## config.mk

```make
export PLATFORM = sky130hd
export DESIGN_NAME = hcms_rx_flat
export DESIGN_NICKNAME = d
export VERILOG_FILES = /design/src/rtl/hcms_rx_if.sv /design/src/rtl/hcms_rx.sv /design/src/flat_wrapper.sv
export SDC_FILE = /design/constraint.sdc
export NUM_CORES = 1
export LEC_CHECK = 0
export CAP_MARGIN = 20
export CORE_UTILIZATION = 50
export CTS_BUF_LIST = sky130_fd_sc_hd__clkbuf_4 sky130_fd_sc_hd__clkbuf_8
export CTS_CLUSTER_DIAMETER = 50
export DETAILED_ROUTE_END_ITERATION = 8
export DONT_BUFFER_PORTS = 1
export GPL_ROUTABILITY_DRIVEN = 0
export GPL_TIMING_DRIVEN = 0
export PLACE_DENSITY = 0.65
export SETUP_SLACK_MARGIN = 0.3
export SLEW_MARGIN = 5
export SYNTH_ARGS = -nofsm -noshare
export SYNTH_HDL_FRONTEND = slang
export SYNTH_SLANG_ARGS = --single-unit
export TNS_END_PERCENT = 30
```

## constraint.sdc

```tcl
create_clock -name i_CLK -period 4.95 [get_ports i_CLK]
set_input_delay 0.2475 -clock i_CLK [delete_from_list [all_inputs] [get_ports i_CLK]]
set_output_delay 0.2475 -clock i_CLK [all_outputs]
set_load 0.03 [all_outputs]
```

## src/rtl/hcms_rx_if.sv

```systemverilog
// HCMS-29xx receiver bundle: serial link pins in, column-write bus out.
// The master drives the link and observes the bus; the slave is the receiver.
interface hcms_rx_if #(
    parameter int ADDR_W = 5
);
    logic              i_hcms_data;
    logic              i_hcms_clock;
    logic              i_hcms_regsel;
    logic              i_hcms_ncs;
    logic              i_hcms_reset;
    logic              o_dot_we;
    logic [ADDR_W-1:0] o_dot_addr;
    logic [7:0]        o_dot_data;
    logic [6:0]        o_ctrl0;
    logic [1:0]        o_ctrl1;
    logic              o_busy;
    logic [7:0]        o_frame_cnt;
    logic              o_overrun;
    logic              o_err;

    modport slave (
        input  i_hcms_data, i_hcms_clock, i_hcms_regsel,
        input  i_hcms_ncs, i_hcms_reset,
        output o_dot_we, o_dot_addr, o_dot_data,
        output o_ctrl0, o_ctrl1, o_busy,
        output o_frame_cnt, o_overrun, o_err
    );

    modport master (
        output i_hcms_data, i_hcms_clock, i_hcms_regsel,
        output i_hcms_ncs, i_hcms_reset,
        input  o_dot_we, o_dot_addr, o_dot_data,
        input  o_ctrl0, o_ctrl1, o_busy,
        input  o_frame_cnt, o_overrun, o_err
    );
endinterface

```

## src/rtl/hcms_rx.sv

```systemverilog
// HCMS-29xx display-side receiver: oversampled serial capture, dot/control
// latching on chip-enable release, and a one-column-per-cycle frame stream.
module hcms_rx #(
    parameter int NUM_COLS    = 20,
    parameter int SYNC_STAGES = 2,
    parameter int ADDR_W      = $clog2(NUM_COLS)
) (
    input logic      i_CLK,
    input logic      i_nRST,
    hcms_rx_if.slave bus
);
    localparam int DOT_W = NUM_COLS * 8;
    localparam logic [ADDR_W-1:0] LAST_COL = ADDR_W'(NUM_COLS - 1);
    // Pin vector order: {reset, ncs, regsel, clock, data}; idle link state.
    localparam logic [4:0] PIN_IDLE = 5'b11000;

    typedef enum logic {
        ST_IDLE,
        ST_STREAM
    } state_t;

    logic [4:0]       pins;
    logic [4:0]       sync_q [SYNC_STAGES];
    logic [4:0]       prev_q;
    logic [4:0]       cur;

    logic             soft_rst;
    logic             clk_rise;
    logic             ncs_fall;
    logic             ncs_rise;
    logic             dot_latch;
    logic             ctrl_latch;

    logic [7:0]       bit_cnt_q;
    logic [DOT_W-1:0] dot_sr_q;
    logic [7:0]       ctrl_sr_q;

    logic [6:0]       ctrl0_q;
    logic [1:0]       ctrl1_q;
    logic             err_q;
    logic [7:0]       frame_cnt_q;

    state_t           state_q;
    logic [ADDR_W-1:0] col_q;
    logic [DOT_W-1:0] snap_q;
    logic             we_q;
    logic [ADDR_W-1:0] addr_q;
    logic [7:0]       data_q;
    logic             busy_q;
    logic             overrun_q;

    assign pins = {bus.i_hcms_reset, bus.i_hcms_ncs, bus.i_hcms_regsel,
                   bus.i_hcms_clock, bus.i_hcms_data};

    // Synchronizer chain on all link pins plus one edge-detect register.
    always_ff @(posedge i_CLK or negedge i_nRST) begin
        if (!i_nRST) begin
            for (int i = 0; i < SYNC_STAGES; i++) begin
                sync_q[i] <= PIN_IDLE;
            end
            prev_q <= PIN_IDLE;
        end else begin
            sync_q[0] <= pins;
            for (int i = 1; i < SYNC_STAGES; i++) begin
                sync_q[i] <= sync_q[i-1];
            end
            prev_q <= sync_q[SYNC_STAGES-1];
        end
    end

    // Edge events decoded from the synchronized pins.
    always_comb begin
        cur        = sync_q[SYNC_STAGES-1];
        soft_rst   = ~cur[4];
        clk_rise   = cur[1] & ~prev_q[1] & ~cur[3];
        ncs_fall   = ~cur[3] & prev_q[3];
        ncs_rise   = cur[3] & ~prev_q[3];
        dot_latch  = ncs_rise & ~cur[2] & (|bit_cnt_q) & ~soft_rst;
        ctrl_latch = ncs_rise & cur[2] & (|bit_cnt_q) & ~soft_rst;
    end

    // Bit counter and the dot/control shift registers.
    always_ff @(posedge i_CLK or negedge i_nRST) begin
        if (!i_nRST) begin
            bit_cnt_q <= '0;
            dot_sr_q  <= '0;
            ctrl_sr_q <= '0;
        end else if (soft_rst) begin
            bit_cnt_q <= '0;
            dot_sr_q  <= '0;
            ctrl_sr_q <= '0;
        end else if (ncs_fall) begin
            bit_cnt_q <= '0;
        end else if (clk_rise) begin
            if (bit_cnt_q != 8'hFF) begin
                bit_cnt_q <= bit_cnt_q + 8'd1;
            end
            if (cur[2]) begin
                ctrl_sr_q <= {ctrl_sr_q[6:0], cur[0]};
            end else begin
                dot_sr_q <= {dot_sr_q[DOT_W-2:0], cur[0]};
            end
        end
    end

    // Control words, frame counter and sticky framing error.
    always_ff @(posedge i_CLK or negedge i_nRST) begin
        if (!i_nRST) begin
            ctrl0_q     <= '0;
            ctrl1_q     <= '0;
            err_q       <= 1'b0;
            frame_cnt_q <= '0;
        end else if (soft_rst) begin
            ctrl0_q <= '0;
            ctrl1_q <= '0;
            err_q   <= 1'b0;
        end else begin
            if (dot_latch) begin
                frame_cnt_q <= frame_cnt_q + 8'd1;
                if (|bit_cnt_q[2:0]) begin
                    err_q <= 1'b1;
                end
            end
            if (ctrl_latch) begin
                if (bit_cnt_q == 8'd8) begin
                    if (ctrl_sr_q[7]) begin
                        ctrl1_q <= ctrl_sr_q[1:0];
                    end else begin
                        ctrl0_q <= ctrl_sr_q[6:0];
                    end
                end else begin
                    err_q <= 1'b1;
                end
            end
        end
    end

    // Column stream FSM; a new latch always restarts from column 0.
    always_ff @(posedge i_CLK or negedge i_nRST) begin
        if (!i_nRST) begin
            state_q   <= ST_IDLE;
            col_q     <= '0;
            snap_q    <= '0;
            we_q      <= 1'b0;
            addr_q    <= '0;
            data_q    <= '0;
            busy_q    <= 1'b0;
            overrun_q <= 1'b0;
        end else if (soft_rst) begin
            state_q   <= ST_IDLE;
            col_q     <= '0;
            we_q      <= 1'b0;
            busy_q    <= 1'b0;
            overrun_q <= 1'b0;
        end else begin
            we_q      <= 1'b0;
            busy_q    <= 1'b0;
            overrun_q <= 1'b0;
            case (state_q)
                ST_STREAM: begin
                    we_q   <= 1'b1;
                    busy_q <= 1'b1;
                    addr_q <= col_q;
                    data_q <= snap_q[DOT_W-1 -: 8];
                    snap_q <= snap_q << 8;
                    col_q  <= col_q + 1'b1;
                    if (col_q == LAST_COL) begin
                        state_q <= ST_IDLE;
                    end
                end
                default: begin
                    state_q <= ST_IDLE;
                end
            endcase
            if (dot_latch) begin
                snap_q    <= dot_sr_q;
                col_q     <= '0;
                state_q   <= ST_STREAM;
                overrun_q <= (state_q == ST_STREAM);
            end
        end
    end

    assign bus.o_dot_we    = we_q;
    assign bus.o_dot_addr  = addr_q;
    assign bus.o_dot_data  = data_q;
    assign bus.o_ctrl0     = ctrl0_q;
    assign bus.o_ctrl1     = ctrl1_q;
    assign bus.o_busy      = busy_q;
    assign bus.o_frame_cnt = frame_cnt_q;
    assign bus.o_overrun   = overrun_q;
    assign bus.o_err       = err_q;
endmodule

```

## src/flat_wrapper.sv

```systemverilog
// flat-port wrapper written by rule: the top's interface ports become plain ports
module hcms_rx_flat 
#(
    parameter int NUM_COLS    = 20,
    parameter int SYNC_STAGES = 2,
    parameter int ADDR_W      = $clog2(NUM_COLS)
)
  (i_CLK, i_nRST, bus_i_hcms_data, bus_i_hcms_clock, bus_i_hcms_regsel, bus_i_hcms_ncs, bus_i_hcms_reset, bus_o_dot_we, bus_o_dot_addr, bus_o_dot_data, bus_o_ctrl0, bus_o_ctrl1, bus_o_busy, bus_o_frame_cnt, bus_o_overrun, bus_o_err);
  hcms_rx_if #(.ADDR_W(ADDR_W)) bus_i ();
  input logic i_CLK;
  input logic i_nRST;
  input wire logic [$bits(bus_i.i_hcms_data)-1:0] bus_i_hcms_data;
  input wire logic [$bits(bus_i.i_hcms_clock)-1:0] bus_i_hcms_clock;
  input wire logic [$bits(bus_i.i_hcms_regsel)-1:0] bus_i_hcms_regsel;
  input wire logic [$bits(bus_i.i_hcms_ncs)-1:0] bus_i_hcms_ncs;
  input wire logic [$bits(bus_i.i_hcms_reset)-1:0] bus_i_hcms_reset;
  output wire logic [$bits(bus_i.o_dot_we)-1:0] bus_o_dot_we;
  output wire logic [$bits(bus_i.o_dot_addr)-1:0] bus_o_dot_addr;
  output wire logic [$bits(bus_i.o_dot_data)-1:0] bus_o_dot_data;
  output wire logic [$bits(bus_i.o_ctrl0)-1:0] bus_o_ctrl0;
  output wire logic [$bits(bus_i.o_ctrl1)-1:0] bus_o_ctrl1;
  output wire logic [$bits(bus_i.o_busy)-1:0] bus_o_busy;
  output wire logic [$bits(bus_i.o_frame_cnt)-1:0] bus_o_frame_cnt;
  output wire logic [$bits(bus_i.o_overrun)-1:0] bus_o_overrun;
  output wire logic [$bits(bus_i.o_err)-1:0] bus_o_err;
  assign bus_i.i_hcms_data = bus_i_hcms_data;
  assign bus_i.i_hcms_clock = bus_i_hcms_clock;
  assign bus_i.i_hcms_regsel = bus_i_hcms_regsel;
  assign bus_i.i_hcms_ncs = bus_i_hcms_ncs;
  assign bus_i.i_hcms_reset = bus_i_hcms_reset;
  assign bus_o_dot_we = bus_i.o_dot_we;
  assign bus_o_dot_addr = bus_i.o_dot_addr;
  assign bus_o_dot_data = bus_i.o_dot_data;
  assign bus_o_ctrl0 = bus_i.o_ctrl0;
  assign bus_o_ctrl1 = bus_i.o_ctrl1;
  assign bus_o_busy = bus_i.o_busy;
  assign bus_o_frame_cnt = bus_i.o_frame_cnt;
  assign bus_o_overrun = bus_i.o_overrun;
  assign bus_o_err = bus_i.o_err;
  hcms_rx #(.NUM_COLS(NUM_COLS), .SYNC_STAGES(SYNC_STAGES), .ADDR_W(ADDR_W)) u_core (.i_CLK(i_CLK), .i_nRST(i_nRST), .bus(bus_i));
endmodule
```

==> results.txt, run 1 <==
----------------------------------------------------
[Worst setup path]
  Critical path, cell by cell ... or3b_1, clkbuf_1, o31a_1, clkbuf_1, clkbuf_1, clkbuf_1, a22o_1
  Setup crit start kind ... register
  Critical path capture point type ... register
  Data required time at the worst endpoint ... 5450 ps
  Worst setup path class ... register to register
  Destination of the worst register-to-register timing path ... u_core.dot_sr_q[152]
  Slowest cell delay on critical path ... 670 ps
  CP Data Arrival Time ... 3500 ps
  R2R cell count ... 7
  Slack of the worst reg-to-reg path ... 1950 ps
  Crit path top cell by count ... sky130_fd_sc_hd__clkbuf_1
  Slowest cell on crit path ... sky130_fd_sc_hd__clkbuf_1
  Startpoint of the worst-slack reg-to-reg timing path ... u_core.cur[3]
  Maximum fanout along the worst path ... 10

[Synth]
  Post-synthesis sequential area ratio ... 0.6210
  Seq cells post-synth ... 387
  Simple-gate share of the synthesized area ... 0.06911
  Fraction of the mapped netlist area in adder cells ... 0.003207
  Dominant cell by count in the synthesized netlist ... sky130_fd_sc_hd__dfrtp_1
  Largest area contributor in the synthesized netlist ... sky130_fd_sc_hd__dfrtp_1
  Dominant synthesized flop cell ... sky130_fd_sc_hd__dfrtp_1
  Cell types with the largest area share after synthesis ... sky130_fd_sc_hd__dfrtp_1, sky130_fd_sc_hd__mux2i_1, sky130_fd_sc_hd__a22o_1
  Count of flip-flops with a built-in enable after synthesis ... 0
  Cell area after synthesis ... 15,600 sq um
  XOR/XNOR share of the synthesized area ... 0.006735
  Total of warnings raised by yosys ... 0
  Netlist cell types ... 41
  Compound-Gate Fraction of Synth Area ... 0.1483
  Synth Net Count ... 1,294
  Count of mapped cells out of synthesis ... 1,283
  Top cell type's share of synthesized area ... 0.6126
  Main combinational cell family by area after synthesis ... compound AO/OA/AOI/OAI gates
  Top post-synthesis cells by count ... sky130_fd_sc_hd__dfrtp_1, sky130_fd_sc_hd__nand2_1, sky130_fd_sc_hd__mux2i_1
  Post-synth ARST share ... 1.000
  Mean Syn Cell Area ... 12.16 sq um
  Mux contribution to synthesized area ... 0.1159

[STA]
  Hold Fails Final Rpt ... 382
  Worst Tran Pin Value ... 1798 ps
  Count of final max-slew check failures ... 149
  RSZ-0062 raised after global routing ... no
  Final setup vio count ... 0
  Worst hold slack across all endpoints ... -616.2 ps
  Tcrit/Tclk final ... 0.6057
  Setup_tns ... 0 ps
  Post-route setup slack ... 1952 ps
  Clk_skew ... 24.18 ps
  Final min period ... 2998 ps
  Max transition margin ... -0.1988
  Max Freq ... 333.5 MHz

[Cells and area]
  Nets@finish ... 1,368
  Area added between synthesis and finish ... 12.24%
  Share of final-layout standard cells stronger than drive strength 1 ... 0.1290
  Post-route cell area ... 17,520 sq um
  Antenna Diode Count ... 0

[Power]
  Combinational power share ... 0.013
  Leakage power ... 7.941 nW
  Total internal power ... 4.875 mW
  Power per cell area ... 353.9 nW/um^2
  Net Switching ... 1.323 mW
  Switching part of the total power ... 0.2135
  Seq pwr share ... 0.515
  Clock power frac ... 0.472
  PnR Total Power ... 6.198 mW
  Peak ir drop on the vdd network ... 0.2051 mV

[Die]
  Row Count ... 64
  Io pins ... 41
  Die H ... 178.7 um
  Width of the chip ... 178.7 um
  Starting density of the core ... 0.5088
  Core ar. ... 30,670 sq um
  Die outline area ... 31,920 sq um

[Clocking]
  Clock tree from TritonCTS ... yes
  Total number of clock tree sinks ... 387
  TritonCTS Buffers ... 67
  Register clock-pin slew on the reported worst setup and hold paths ... 50 ps
  Number of buffers added to fix hold violations after cts ... 5
  Deepest clock path buffer count ... 3
  H-tree lvl count ... 3
  Clock latency on the worst-skew pair ... 580 ps
  Root Driver ... sky130_fd_sc_hd__clkbuf_8

[Place]
  Area after DPL ... 16,100 sq um
  Pre-CTS setup slack ... 1955 ps
  IO Port Bufs ... 0
  Post-DP HPWL ... 21,310 um

[Global routing]
  Number of global-route vias before repair ... 10,460
  Maximum number of pins on one net before global-route repair ... 388
  GR Util All Layers ... 0.2194
  Initial antenna violation count ... 0
  Wire length of the first global-routing pass ... 54,970 um
  Grt ovf ... 0

[Hold path]
  Min-delay worst type ... input port to async pin

[Routing]
  Number of vias per cell ... 5.640
  Wire length reported by the detailed router ... 33,210 um
  Via count of the routed design ... 10,150
  Number of remaining DRC errors ... 0
  Wire length per cell ... 18.46 um
  Initial detailed-routing violation count ... 635
  First-pass iteration count of the detailed router ... 5
  ANT nets after route ... 0

[Status]
  Outcome ... finished, violations left
  Violations in the final reports ... hold timing, slew limit

[Flow run]
  Max Cap Viol ... 0

----------------------------------------------------
## worst max-delay path by stage
stage	startpoint	endpoint	slack, ps	cells after the start
5_1_grt	u_core.cur[3]	u_core.dot_sr_q[152]	1780	7
2_1_floorplan	u_core.bit_cnt_q[5]	u_core.snap_q[100]	2920	8
3_5_place_dp	u_core.cur[3]	u_core.dot_sr_q[152]	1960	7
6_report	u_core.cur[3]	u_core.dot_sr_q[152]	1950	7
3_3_place_gp	u_core.cur[3]	u_core.dot_sr_q[0]	1980	7
4_1_cts	u_core.cur[3]	u_core.dot_sr_q[152]	1930	7
## layer usage
layer / vias up / routed length, um / track usage
met1: 5156 / 15640 / 0.3069
met5: - / 0 / 0
met4: 0 / 704 / 0.06850
met3: 62 / 1334 / 0.04750
met2: 188 / 15530 / 0.3424
li1: 4741 / - / -
## metrics by stage
step / utilization / std cells
finish: 0.5711 / 1799
global route: 0.5711 / 1799
CTS: 0.5711 / 1799
detailed placement: 0.5250 / 1679
global placement: 0.5250 / 1679
floorplan: - / 1283
## state kept, by name, indices dropped and copies added, names as in the netlist
name / count
u_core.bus.o_ctrl1: 2
u_core.bus.o_ctrl0: 7
u_core.cur: 5
u_core.bus.o_dot_data: 8
u_core.col_q: 5
u_core.dot_sr_q: 160
u_core.bit_cnt_q: 8
u_core.bus.o_dot_addr: 5
u_core.bus.o_err: 1
u_core.bus.o_frame_cnt: 8
u_core.bus.o_overrun: 1
u_core.prev_q: 2
u_core.sync_q: 5
u_core.state_q: 1
u_core.bus.o_busy: 1
u_core.ctrl_sr_q: 8
u_core.snap_q: 160
## layout make-up
class                   count  area, sq um
fillers                  2593        13150
flip-flops and latches    387         9691
multi-input cells         791         5356
clock buffers             107         1310
plain buffers              99        535.5
well taps                 396        495.5
clock inverters             8        55.05
repair buffers              5        50.05
inverters                   6        22.52
## cells in the final DEF, fill, tap and decap left out, types with 6 or more instances in the layout
master / n
sky130_fd_sc_hd__dfrtp_1: 382
sky130_fd_sc_hd__nand2_1: 205
sky130_fd_sc_hd__mux2i_1: 165
sky130_fd_sc_hd__a22o_1: 158
sky130_fd_sc_hd__o21ai_1: 132
sky130_fd_sc_hd__clkbuf_8: 81
sky130_fd_sc_hd__clkbuf_1: 55
sky130_fd_sc_hd__o21ai_0: 33
sky130_fd_sc_hd__buf_2: 26
sky130_fd_sc_hd__clkbuf_4: 26
sky130_fd_sc_hd__buf_6: 17
sky130_fd_sc_hd__mux2_2: 14
sky130_fd_sc_hd__nand3_1: 13
sky130_fd_sc_hd__nor2_1: 12
sky130_fd_sc_hd__xor2_1: 7
sky130_fd_sc_hd__nor3_1: 6
## worst max-delay path: cells and delay by family (launching register included)
kind | cells | cell delay [ps]
compound gates | 2 | 380
buf+inv | 4 | 1860
flops | 1 | 570
simple gates | 1 | 120
## what timing repair did
item                                    4_1_cts  5_1_grt
endpoints found under the setup margin        0        0
resized for setup                             0        0
setup buffers                                 0        0
endpoints found under the hold margin       392      387
## cell families after synthesis
kind of cell	after synthesis
flip-flops	387
AND/OR/NAND/NOR	259
XOR/XNOR	12
multiplexers	179
AO/OA/AOI/OAI	337
adder cells (fa/ha/maj)	4
buffers and inverters	105
## power groups by stage
| stage | clock network [mW] | logic, mW | registers [mW] |
|---|---|---|---|
| after CTS | 3.01 | 0.0795 | 3.19 |
| after global routing | 3.15 | 0.0880 | 3.19 |
| final | 2.93 | 0.0791 | 3.19 |
| after global placement | 0 | 0.0749 | 3.25 |
| after detailed placement | 0 | 0.0761 | 3.25 |
| after floorplan | 0 | 0.0550 | 3.25 |
(Power assumes the default switching activity.)
==> run 2, diff against run 1 <==
--- a/config.mk
+++ b/config.mk
@@ -13,7 +13,7 @@
 export DONT_BUFFER_PORTS = 1
 export GPL_ROUTABILITY_DRIVEN = 0
 export GPL_TIMING_DRIVEN = 0
-export PLACE_DENSITY = 0.65
+export PLACE_DENSITY = 0.68
 export SETUP_SLACK_MARGIN = 0.3
 export SLEW_MARGIN = 5
 export SYNTH_ARGS = -nofsm -noshare
==> constraint.sdc (replaced) <==
create_clock -name i_CLK -period 2.5 [get_ports i_CLK]
set_input_delay 0.125 -clock i_CLK [delete_from_list [all_inputs] [get_ports i_CLK]]
set_output_delay 0.125 -clock i_CLK [all_outputs]
set_load 0.03 [all_outputs]
==> results.txt, run 2 (same netlist as run 1, synthesis figures left out) <==
----------------------------------------------------
[Place]
  IO Port Bufs ... 0
  Post-DP HPWL ... 20,790 um
  Number of placed instances, taps included ... 1,679
  Area after DPL ... 16,100 sq um

[Routing]
  Via count of the routed design ... 10,180
  Number of remaining DRC errors ... 0
  Number of vias per cell ... 5.636
  Wire length reported by the detailed router ... 32,490 um
  Initial detailed-routing violation count ... 767
  ANT nets after route ... 0
  Wire length per cell ... 17.99 um
  First-pass iteration count of the detailed router ... 5

[STA]
  Count of final max-slew check failures ... 0
  Final setup vio count ... 0
  Tcrit/Tclk final ... 0.8784
  RSZ-0062 raised after global routing ... yes
  Worst Tran Pin Value ... 881.2 ps
  Hold Fails Final Rpt ... 387
  Setup_tns ... 0 ps
  Clk_skew ... 21.62 ps
  Max transition margin ... 0.4125
  Max Freq ... 455.4 MHz
  Final min period ... 2196 ps
  Worst hold slack across all endpoints ... -749.7 ps

[Worst setup path]
  Slowest cell on crit path ... sky130_fd_sc_hd__dfstp_2
  Maximum fanout along the worst path ... 10
  Cell type group with the largest total delay on the critical path ... buffers and inverters
  Data required time at the worst endpoint ... 3010 ps
  Setup crit start kind ... register
  Buf+Inv Stages, Crit Path ... 4
  Worst setup path class ... register to register
  Critical path capture point type ... register
  Slowest cell delay on critical path ... 390 ps
  Critical path, cell by cell ... or3b_1, clkbuf_1, nor4_4, buf_4, clkbuf_8, buf_2, a22o_1
  CP Data Arrival Time ... 2710 ps

[Clocking]
  TritonCTS Buffers ... 66
  Clock latency on the worst-skew pair ... 590 ps
  Number of buffers added to fix hold violations after cts ... 5
  Deepest clock path buffer count ... 3
  Total number of clock tree sinks ... 387
  H-tree lvl count ... 3
  Clock tree from TritonCTS ... yes
  Root Driver ... sky130_fd_sc_hd__clkbuf_8
  Register clock-pin slew on the reported worst setup and hold paths ... 60 ps

[Die]
  Die H ... 178.7 um
  Io pins ... 41
  Width of the chip ... 178.7 um
  Starting density of the core ... 0.5088
  Die outline area ... 31,920 sq um
  Core ar. ... 30,670 sq um
  Row Count ... 64

[Cells and area]
  Post-route cell area ... 17,690 sq um
  Final core area utilization ... 0.5767
  Share of final-layout standard cells stronger than drive strength 1 ... 0.1519
  Commonest cells after routing, fill and taps aside ... sky130_fd_sc_hd__dfrtp_1, sky130_fd_sc_hd__nand2_1, sky130_fd_sc_hd__mux2i_1
  Number of non-filler instances in the completed layout ... 1,806
  Leading cell type in the layout, fill and taps excluded ... sky130_fd_sc_hd__dfrtp_1
  Number of fill cells ... 2,547
  Area added between synthesis and finish ... 13.33%
  Nets@finish ... 1,374
  Top flop regs ... u_core.dot_sr_q (160), u_core.snap_q (160)

[Global routing]
  Maximum number of pins on one net before global-route repair ... 388
  GR Util All Layers ... 0.2134
  Initial antenna violation count ... 0
  Grt ovf ... 0
  Number of global-route vias before repair ... 10,260
  Wire length of the first global-routing pass ... 53,680 um

[Power]
  Leakage power ... 8.087 nW
  PnR Total Power ... 12.34 mW
  Power per cell area ... 697.8 nW/um^2
  Peak ir drop on the vdd network ... 0.4447 mV

[Flow run]
  Max Cap Viol ... 0

[Hold path]
  Min-delay worst type ... input port to async pin

[Status]
  Outcome ... finished, violations left
  Violations in the final reports ... hold timing

----------------------------------------------------
-- run 2: cell count changes in the layout (fill, tap and decap cells not counted), sizes merged --
| cell | change |
|---|---|
| buf | +8 |
| bufinv | +1 |
| clkbuf | -7 |
| clkinv | +3 |
| diode | +1 |
| inv | +1 |
-- run 2: path summary, 6_finish.rpt --
path	start	endpoint	slack (ps)	cells after the start
setup / recovery	u_core.cur[3]	u_core.dot_sr_q[76]	300	7
setup reg to reg	u_core.cur[3]	u_core.dot_sr_q[76]	300	7
max in group asynchronous	i_nRST	u_core.snap_q[64]	2520	0
hold / removal	i_nRST	u_core.dot_sr_q[107]	-750	0
min in group i_CLK	bus_i_hcms_ncs	u_core.sync_q[8]	90	1
hold reg to reg	u_core.sync_q[5]	u_core.cur[0]	350	0
-- run 2: what timing repair did --
| action | in CTS | in global routing |
|---|---|---|
| buffers inserted | 1 | 6 |
| resized for setup | 21 | 32 |
| pin swaps | 1 | 3 |
| endpoints found under the hold margin | 392 | 387 |
| setup endpoints to repair | 277 | 282 |
-- run 2: cell type report --
cell class              count  area (sq um)  area share
flip-flops and latches    387          9691      0.5479
diodes                      1         2.502   0.0001415
inverters                   6         22.52    0.001273
repair buffers             12         115.1    0.006509
well taps                 396         495.5     0.02802
clock inverters            13         108.9    0.006155
multi-input cells         791          5389      0.3047
plain buffers              99         603.1     0.03410
clock buffers             101          1259     0.07117
-- run 2: stage by stage --
stage | hold WS, ps | setup WS, ps
6_report | -749.7 | 304.1
5_1_grt | -786.8 | 197.0
4_1_cts | -773.9 | 228.0
3_5_place_dp | -145.5 | -483.5
3_3_place_gp | -148.6 | -474.6
2_1_floorplan | -170.6 | 474.8
-- run 2: where the power goes --
part           total [mW]  leakage (nW)  internal [mW]  switching (mW)
clock network        5.85         0.723           3.32            2.53
logic               0.164          1.99         0.0512           0.113
registers            6.32          5.37           6.29          0.0304
-- run 2: metal layers --
layer | global-route usage | vias up | routed length (um)
met4 | 0.07274 | 0 | 623
li1 | - | 4765 | -
met1 | 0.3118 | 5145 | 15760
met3 | 0.04601 | 55 | 1620
met5 | 0 | - | 0
met2 | 0.3162 | 213 | 14490
